`src/rtl/branch_cmp_bht.sv`:
```
// Decode-stage branch condition unit with a PC-indexed table of 2-bit saturating
// counters, a one-cycle resolve register and saturating branch/mispredict counters.
module branch_cmp_bht #(
  parameter int DATA_W    = 32,
  parameter int PC_W      = 32,
  parameter int BHT_DEPTH = 64,
  parameter int CNT_W     = 32
) (
  input  logic              clk,
  input  logic              rst,
  input  logic [PC_W-1:0]   f_pc,
  output logic              f_pred_taken,
  input  logic              d_valid,
  input  logic              d_stall,
  input  logic              d_flush,
  input  logic [PC_W-1:0]   d_pc,
  input  logic [5:0]        opD,
  input  logic [4:0]        rtD,
  input  logic [DATA_W-1:0] a,
  input  logic [DATA_W-1:0] b,
  input  logic              d_pred_taken,
  output logic              d_is_branch,
  output logic              d_taken,
  output logic              r_valid,
  output logic              r_taken,
  output logic              r_mispredict,
  output logic [PC_W-1:0]   r_pc,
  output logic [CNT_W-1:0]  branch_cnt,
  output logic [CNT_W-1:0]  mispredict_cnt
);
  localparam int IDX_W = $clog2(BHT_DEPTH);

  localparam logic [5:0] OP_REGIMM = 6'b000001;
  localparam logic [5:0] OP_BEQ    = 6'b000100;
  localparam logic [5:0] OP_BNE    = 6'b000101;
  localparam logic [5:0] OP_BLEZ   = 6'b000110;
  localparam logic [5:0] OP_BGTZ   = 6'b000111;
  localparam logic [4:0] RT_BLTZ   = 5'b00000;
  localparam logic [4:0] RT_BGEZ   = 5'b00001;
  localparam logic [4:0] RT_BLTZAL = 5'b10000;
  localparam logic [4:0] RT_BGEZAL = 5'b10001;

  logic a_neg;
  logic a_zero;
  logic d_fire;

  assign a_neg  = a[DATA_W-1];
  assign a_zero = (a == '0);

  always_comb begin
    d_is_branch = 1'b0;
    d_taken     = 1'b0;
    case (opD)
      OP_BEQ:  begin d_is_branch = 1'b1; d_taken = (a == b);          end
      OP_BNE:  begin d_is_branch = 1'b1; d_taken = (a != b);          end
      OP_BGTZ: begin d_is_branch = 1'b1; d_taken = !a_neg && !a_zero; end
      OP_BLEZ: begin d_is_branch = 1'b1; d_taken = a_neg || a_zero;   end
      OP_REGIMM: begin
        case (rtD)
          RT_BGEZ, RT_BGEZAL: begin d_is_branch = 1'b1; d_taken = !a_neg; end
          RT_BLTZ, RT_BLTZAL: begin d_is_branch = 1'b1; d_taken = a_neg;  end
          default: ;
        endcase
      end
      default: ;
    endcase
  end

  // Flush dominates stall: either one blocks capture.
  assign d_fire = d_valid && d_is_branch && !d_stall && !d_flush;

  logic            r_valid_q, r_valid_d;
  logic            r_taken_q, r_taken_d;
  logic            r_mispredict_q, r_mispredict_d;
  logic [PC_W-1:0] r_pc_q, r_pc_d;

  always_comb begin
    r_valid_d      = d_fire;
    r_taken_d      = r_taken_q;
    r_mispredict_d = r_mispredict_q;
    r_pc_d         = r_pc_q;
    if (d_fire) begin
      r_taken_d      = d_taken;
      r_mispredict_d = d_taken ^ d_pred_taken;
      r_pc_d         = d_pc;
    end
  end

  always_ff @(posedge clk or posedge rst) begin
    if (rst) begin
      r_valid_q      <= 1'b0;
      r_taken_q      <= 1'b0;
      r_mispredict_q <= 1'b0;
      r_pc_q         <= '0;
    end else begin
      r_valid_q      <= r_valid_d;
      r_taken_q      <= r_taken_d;
      r_mispredict_q <= r_mispredict_d;
      r_pc_q         <= r_pc_d;
    end
  end

  assign r_valid      = r_valid_q;
  assign r_taken      = r_taken_q;
  assign r_mispredict = r_mispredict_q;
  assign r_pc         = r_pc_q;

  logic [IDX_W-1:0] f_idx;
  logic [IDX_W-1:0] r_idx;
  logic [1:0]       bht_rd [BHT_DEPTH];

  assign f_idx = f_pc[IDX_W+1:2];
  assign r_idx = r_pc_q[IDX_W+1:2];

  // Each entry trains only from the resolve register, so fetch sees the old value.
  for (genvar gi = 0; gi < BHT_DEPTH; gi++) begin : g_bht
    logic [1:0] ent_q, ent_d;
    logic       hit;

    assign hit = r_valid_q && (r_idx == IDX_W'(gi));

    always_comb begin
      ent_d = ent_q;
      if (hit) begin
        if (r_taken_q && ent_q != 2'b11)       ent_d = ent_q + 2'd1;
        else if (!r_taken_q && ent_q != 2'b00) ent_d = ent_q - 2'd1;
      end
    end

    always_ff @(posedge clk or posedge rst) begin
      if (rst) ent_q <= 2'b01;
      else     ent_q <= ent_d;
    end

    assign bht_rd[gi] = ent_q;
  end

  assign f_pred_taken = bht_rd[f_idx][1];

  logic [CNT_W-1:0] branch_cnt_q, branch_cnt_d;
  logic [CNT_W-1:0] mispredict_cnt_q, mispredict_cnt_d;

  always_comb begin
    branch_cnt_d     = branch_cnt_q;
    mispredict_cnt_d = mispredict_cnt_q;
    if (r_valid_q && branch_cnt_q != '1)
      branch_cnt_d = branch_cnt_q + CNT_W'(1);
    if (r_valid_q && r_mispredict_q && mispredict_cnt_q != '1)
      mispredict_cnt_d = mispredict_cnt_q + CNT_W'(1);
  end

  always_ff @(posedge clk or posedge rst) begin
    if (rst) begin
      branch_cnt_q     <= '0;
      mispredict_cnt_q <= '0;
    end else begin
      branch_cnt_q     <= branch_cnt_d;
      mispredict_cnt_q <= mispredict_cnt_d;
    end
  end

  assign branch_cnt     = branch_cnt_q;
  assign mispredict_cnt = mispredict_cnt_q;

  logic unused_pc_bits;
  assign unused_pc_bits = ^{f_pc[PC_W-1:IDX_W+2], f_pc[1:0]};
endmodule

```
`config.mk`:
```
export PLATFORM = sky130hd
export DESIGN_NAME = branch_cmp_bht
export DESIGN_NICKNAME = d
export VERILOG_FILES = /design/src/rtl/branch_cmp_bht.sv
export SDC_FILE = /design/constraint.sdc
export NUM_CORES = 1
export LEC_CHECK = 0
export ABC_CLOCK_PERIOD_IN_PS = 8500
export BUFFER_PORTS_ARGS = -buffer_cell sky130_fd_sc_hd__buf_2
export CAP_MARGIN = 20
export CORE_MARGIN = 2
export CORE_UTILIZATION = 56
export DETAILED_ROUTE_END_ITERATION = 16
export GPL_ROUTABILITY_DRIVEN = 0
export PLACE_DENSITY = 0.88
export SYNTH_ARGS = -nofsm -noshare
export SYNTH_HDL_FRONTEND = slang
export SYNTH_SLANG_ARGS = --single-unit
```
`constraint.sdc`:
```
create_clock -name clk -period 8.5 [get_ports clk]
set_clock_uncertainty 0.05 [all_clocks]
set_input_delay 0.425 -clock clk [delete_from_list [all_inputs] [get_ports clk]]
set_output_delay 0.425 -clock clk [all_outputs]
set_load 0.01 [all_outputs]
```
==> qor.txt, run 1 <==
most frequent cells in the layout - buf_2 (219), nor2_1 (205), dfrtp_1 (163), a21oi_1 (132), nand2_1 (113)
layout cells sized above 1 - 23.1%
Worst path depth - 5
final worst-path cycle share - 38.1%
worst path cell trace - buf_2 > mux4_1 > mux4_2 > mux4_2 > buf_2
R2R depth - 5
global-route wire length before repair - 53.0 mm
TritonCTS clock tree - yes
Setup crit end kind - output port
CTS sink cnt - 227
site row count - 53
htree depth - 1
post-placement cell area - 13400 um2
final net count - 1659
Post-Layout Inst Area - 14300 um2
Initial Utilization - 57.3%
most common cell after layout, fill and taps aside - buf_2
CP endpoint - f_pred_taken
worst slew pin tran - 1120 ps
Post-CTS Setup Bufs - 0
Req. time, crit path - 8030 ps
via count - 11200
register area - 5760 um2
iteration count of the initial detailed-routing pass - 5
Die W - 151 um
DR WL/cell - 18.6 um
1st-iter DRT viols - 897
fillers - 1555
RSZ-0062 raised after global routing - false
Post-DP HPWL - 23.0 mm
slowest cell on the critical path - mux4_1
final std cells w/o fill - 1807
IO Port Bufs - 219
Residual DRC - 0
peak supply drop - 0.143 mV
post-synthesis cell count - 1300
clock tree buffer depth - 3
slew margin rel. - 25.5%
Layout area overhead - 18.3%
die height - 151 um
worst r2r src - mispredict_cnt[16]
Clk Latency, worst-skew pair - 520 ps
#FFs+latches synth - 227
vias in the first global route - 10900
Lkg Pwr - 0.00609 uW
footprint of the multi-input gates - 6120 um2
CP Class - in -> out
grt ovf - 0
status - finished clean
critical path's top delay family - multiplexers
PD cells - 177 nW/um2
setup_tns - 0 ps
# IOs - 247
clock-pin slew on the worst setup and hold paths - 60 ps
Netlist cell types - 50
Root Buffer - clkbuf_16
Mapped Avg Cell Area - 9.30 um2
nature of the critical path startpoint - input pin
Max Slew Vio Count - 0
DIE AREA - 22800 um2
Final Hold Fails - 0
CP Max Fanout - 16
All-Layer GR Usage - 29.3%
ANT nets after route - 0
synth warn - 0
Main synth FF type - dfrtp_1
final core occ - 67.8%
max-cap violation count - 0
total core area - 21100 um2
Post-synth EDFFs - 0
synthesized area - 12100 um2
Syn Nets - 1447
r2r endpoint - mispredict_cnt[1]
Worst Setup SP - f_pc[2]
maximum number of pins on one net before global-route repair - 157
fmax - 309 MHz
Tmin final - 3240 ps
ys async rst share - 100%
Worst path max stage delay - 730 ps
min-delay worst type - in -> reg
Seq/Total Area, Yosys - 47.6%
arrival time of the worst setup path - 2760 ps
DR vias/cell - 6.17
R2R Setup Slk - 5850 ps
routed wire length - 33.7 mm
CTS buffer count - 25
total power - 2530 uW
worst path bufs/invs - 2
dpl cells - 1758
initial antenna violation count - 3
setup violators final - 0
worst min-delay path by stage:
stage | startpoint | end | depth (start not counted)
6_report | d_pc[18] | r_pc[18] | 2
5_1_grt | d_pc[19] | r_pc[19] | 2
4_1_cts | d_pc[18] | r_pc[18] | 2
3_5_place_dp | r_pc[29] | r_pc[29] | 1
3_3_place_gp | r_pc[11] | r_pc[11] | 1
2_1_floorplan | g_bht[45].ent_q[1] | g_bht[45].ent_q[1] | 2
sequential cells by signal, indices dropped and copies added (netlist names):
signal,count
g_bht.ent_q,128
branch_cnt,32
mispredict_cnt,32
r_pc,32
r_mispredict,1
r_taken,1
r_valid,1
logic make-up (layout without fill, tap and decap cells):
group	after synthesis	count (layout)	share of synthesized area (%)
and+or+nand+nor	497	497	19.6
adders and majority gates	2	2	0.207
xor gates and xnor gates	92	92	6.66
muxes	56	56	7.38
DFF	227	227	47.6
AOI/OAI and AO/OA	375	375	16.7
buffers and inverters	51	280	1.78
other	0	3	0
worst register-to-register path, stage by stage, from the launching register on:
cell,delay [ps]
dfrtp_1,490
nand4_1,190
nor4_1,810
nand2_1,340
o211a_1,340
mux2_1,310
synth_stat cells (all sizes together), types with 4 or more instances:
| cell | number | area (um2) |
|---|---|---|
| nor3 | 16 | 80.1 |
| and2 | 4 | 25.0 |
| inv | 10 | 37.5 |
| o31ai | 6 | 45.0 |
| a21oi | 132 | 661 |
| nand3 | 30 | 150 |
| nand2b | 6 | 37.5 |
| and3 | 10 | 62.6 |
| dfrtp | 163 | 4080 |
| nor3b | 21 | 158 |
| a31oi | 21 | 131 |
| xor2 | 21 | 184 |
| dfstp | 64 | 1680 |
| mux2 | 34 | 383 |
| mux4 | 21 | 499 |
| nand2 | 113 | 424 |
| and4 | 13 | 114 |
| or2 | 4 | 25.0 |
| o21ai | 178 | 891 |
| clkbuf | 35 | 131 |
| nand3b | 18 | 135 |
| nor2 | 205 | 769 |
| xnor2 | 71 | 622 |
| buf | 6 | 46.3 |
| a211oi | 28 | 210 |
| nand4 | 32 | 200 |
| nor2b | 5 | 31.3 |
| nor4 | 15 | 100 |
layer usage:
| metal | GRT usage [%] | vias to the layer above | wire, um |
|---|---|---|---|
| li1 | - | 5133 | - |
| met4 | 17.3 | 0 | 2000 |
| met5 | 0 | - | 0 |
| met1 | 34.2 | 5356 | 12500 |
| met3 | 5.33 | 138 | 2440 |
| met2 | 50.6 | 527 | 16700 |
through the flow:
step | hold WS, ps | setup slack, ps
finish | 69.7 | 5260
global route | 64.6 | 5230
CTS | 55.1 | 5300
detailed placement | 420 | 5300
global placement | 413 | 5330
floorplan | 456 | 1910
report_power, final:
group	internal, uW	switching (uW)
clock	685	445
sequential	1110	36.0
combinational	89.7	167
final cells by class:
cell class	instances	share of cell area [%]
Antenna cell	3	0.0525
Timing Repair Buffer	226	8.19
Clock buffer	30	4.72
Sequential cell	227	40.3
Multi-Input combinational cell	1022	42.8
Inverter	10	0.315
Clock inverter	14	1.23
Tap cell	275	2.41
repair_timing:
action,4_1_cts,5_1_grt
hold buffers,0,1
endpoints found under the hold margin,0,42
resized for setup,0,0
No activity file was read; power rests on OpenSTA's default activity.
==> inputs of run 2 (changes only) <==
--- a/config.mk
+++ b/config.mk
@@ -5,7 +5,7 @@
 export SDC_FILE = /design/constraint.sdc
 export NUM_CORES = 1
 export LEC_CHECK = 0
-export ABC_CLOCK_PERIOD_IN_PS = 8500
+export ABC_CLOCK_PERIOD_IN_PS = 3300
 export BUFFER_PORTS_ARGS = -buffer_cell sky130_fd_sc_hd__buf_2
 export CAP_MARGIN = 20
 export CORE_MARGIN = 2
==> constraint.sdc (replaced) <==
create_clock -name clk -period 3.3 [get_ports clk]
set_clock_uncertainty 0.05 [all_clocks]
set_input_delay 0.165 -clock clk [delete_from_list [all_inputs] [get_ports clk]]
set_output_delay 0.165 -clock clk [all_outputs]
set_load 0.01 [all_outputs]
==> qor.txt, run 2 (synthesis results as in run 1) <==
Post-DP HPWL - 22.8 mm
arrival time of the worst setup path - 2660 ps
1st-iter DRT viols - 1060
peak supply drop - 0.364 mV
die height - 151 um
maximum number of pins on one net before global-route repair - 190
Residual DRC - 0
CP Class - reg -> out
max-cap violation count - 0
worst slew pin tran - 1010 ps
setup violators final - 0
post-route worst setup slack - 429 ps
Top reg by flops - g_bht.ent_q
CTS sink cnt - 227
RSZ-0062 raised after global routing - false
Worst path max stage delay - 590 ps
final net count - 1699
All-Layer GR Usage - 29.7%
Worst Setup SP - g_bht[13].ent_q[1]
iteration count of the initial detailed-routing pass - 6
slew margin rel. - 32.4%
vias in the first global route - 10800
final core occ - 69.7%
via count - 11200
clock tree buffer depth - 3
PD cells - 447 nW/um2
pre-CTS setup slack - 691 ps
Clk Latency, worst-skew pair - 520 ps
Layout area overhead - 21.5%
most frequent cells in the layout - buf_2 (219), nor2_1 (205), dfrtp_1 (163), a21oi_1 (132), nand2_1 (113)
DR WL/cell - 18.4 um
grt ovf - 0
global-route wire length before repair - 53.4 mm
worst path cell trace - mux4_1 > mux4_2 > mux4_2 > buf_2
total power - 6570 uW
DIE AREA - 22800 um2
nature of the critical path startpoint - flop
Max Slew Vio Count - 0
ANT nets after route - 0
CP Max Fanout - 5
Tmin final - 2870 ps
DR vias/cell - 6.07
Die W - 151 um
site row count - 53
setup_tns - 0 ps
fillers - 1518
layout cells sized above 1 - 23.1%
total core area - 21100 um2
final worst-path cycle share - 87.0%
Setup crit end kind - output port
max reg flops - 128
# IOs - 247
TritonCTS clock tree - yes
Initial Utilization - 57.3%
Hold Crit Start - d_pred_taken
Req. time, crit path - 3080 ps
CTS buffer count - 25
status - finished clean
slowest cell on the critical path - mux4_1
min-delay worst type - in -> reg
routed wire length - 33.9 mm
Lkg Pwr - 0.00627 uW
IO Port Bufs - 219
Final Hold Fails - 0
most common cell after layout, fill and taps aside - buf_2
PostCTS Resize Cnt - 0
initial antenna violation count - 0
worst r2r src - mispredict_cnt[16]
diode count - 0
fmax - 348 MHz
Most common cell on crit path - mux4_2
htree depth - 1
clock-pin slew on the worst setup and hold paths - 60 ps
Root Buffer - clkbuf_16
## run 2: cell types whose count changed in the layout (fill, tap and decap cells not counted)
cell,delta
diode_2,-3
buf_12,+3
inv_8,-1
buf_4,+6
clkinv_4,-1
bufinv_16,-2
clkinv_2,-1
dlygate4sd3_1,+32
clkbuf_8,+6
buf_16,-1
## run 2: what timing repair did
action / in CTS / in global routing
hold buffers: 33 / 0
setup buffers: 0 / 0
endpoints found under the hold margin: 112 / 0
endpoints found under the setup margin: 0 / 0
## run 2: stage by stage
stage	cell area, um2	hold slack [ps]	cells
6_report	14700	86.1	1845
5_1_grt	14700	144	1845
3_5_place_dp	13500	323	1767
3_3_place_gp	13500	314	1767
4_1_cts	14700	73.4	1845
2_1_floorplan	12100	250	1300
## run 2: critical path, delay by kind of cell (launching register included)
family	cells	cell delay, ps
multiplexers	3	1570
buffers and inverters	1	160
flip-flops	1	420
## run 2: area by class of cell
type | instances | area (um2) | share of cell area, %
Multi-Input combinational cell | 1022 | 6120 | 41.7
Sequential cell | 227 | 5760 | 39.2
Timing Repair Buffer | 266 | 1570 | 10.7
Clock buffer | 36 | 757 | 5.15
Tap cell | 275 | 344 | 2.34
Clock inverter | 9 | 95.1 | 0.647
Inverter | 10 | 41.3 | 0.281
## run 2: power breakdown
part | internal (uW) | total (uW) | switching (uW) | leakage, uW
logic | 276 | 722 | 446 | 0.00293
clock network | 1740 | 2890 | 1150 | 0.000431
registers | 2860 | 2960 | 93.7 | 0.00291
total | 4880 | 6570 | 1690 | 0.00627
## run 2: per-layer routing
metal	vias to the layer above	wire length, um	GRT usage (%)
li1	5202	-	-
met3	118	2480	4.46
met4	0	1910	17.1
met1	5318	13000	36.1
met5	-	0	0
met2	553	16500	50.6
## run 2: final timing paths
kind / to / slack [ps] / depth (start not counted)
setup / recovery: f_pred_taken / 430 / 4
hold / removal: r_mispredict / 90 / 4
setup reg to reg: mispredict_cnt[1] / 840 / 5
hold reg to reg: r_pc[9] / 440 / 1
max in group asynchronous: g_bht[10].ent_q[1] / 1990 / 4
min in group asynchronous: branch_cnt[12] / 320 / 4
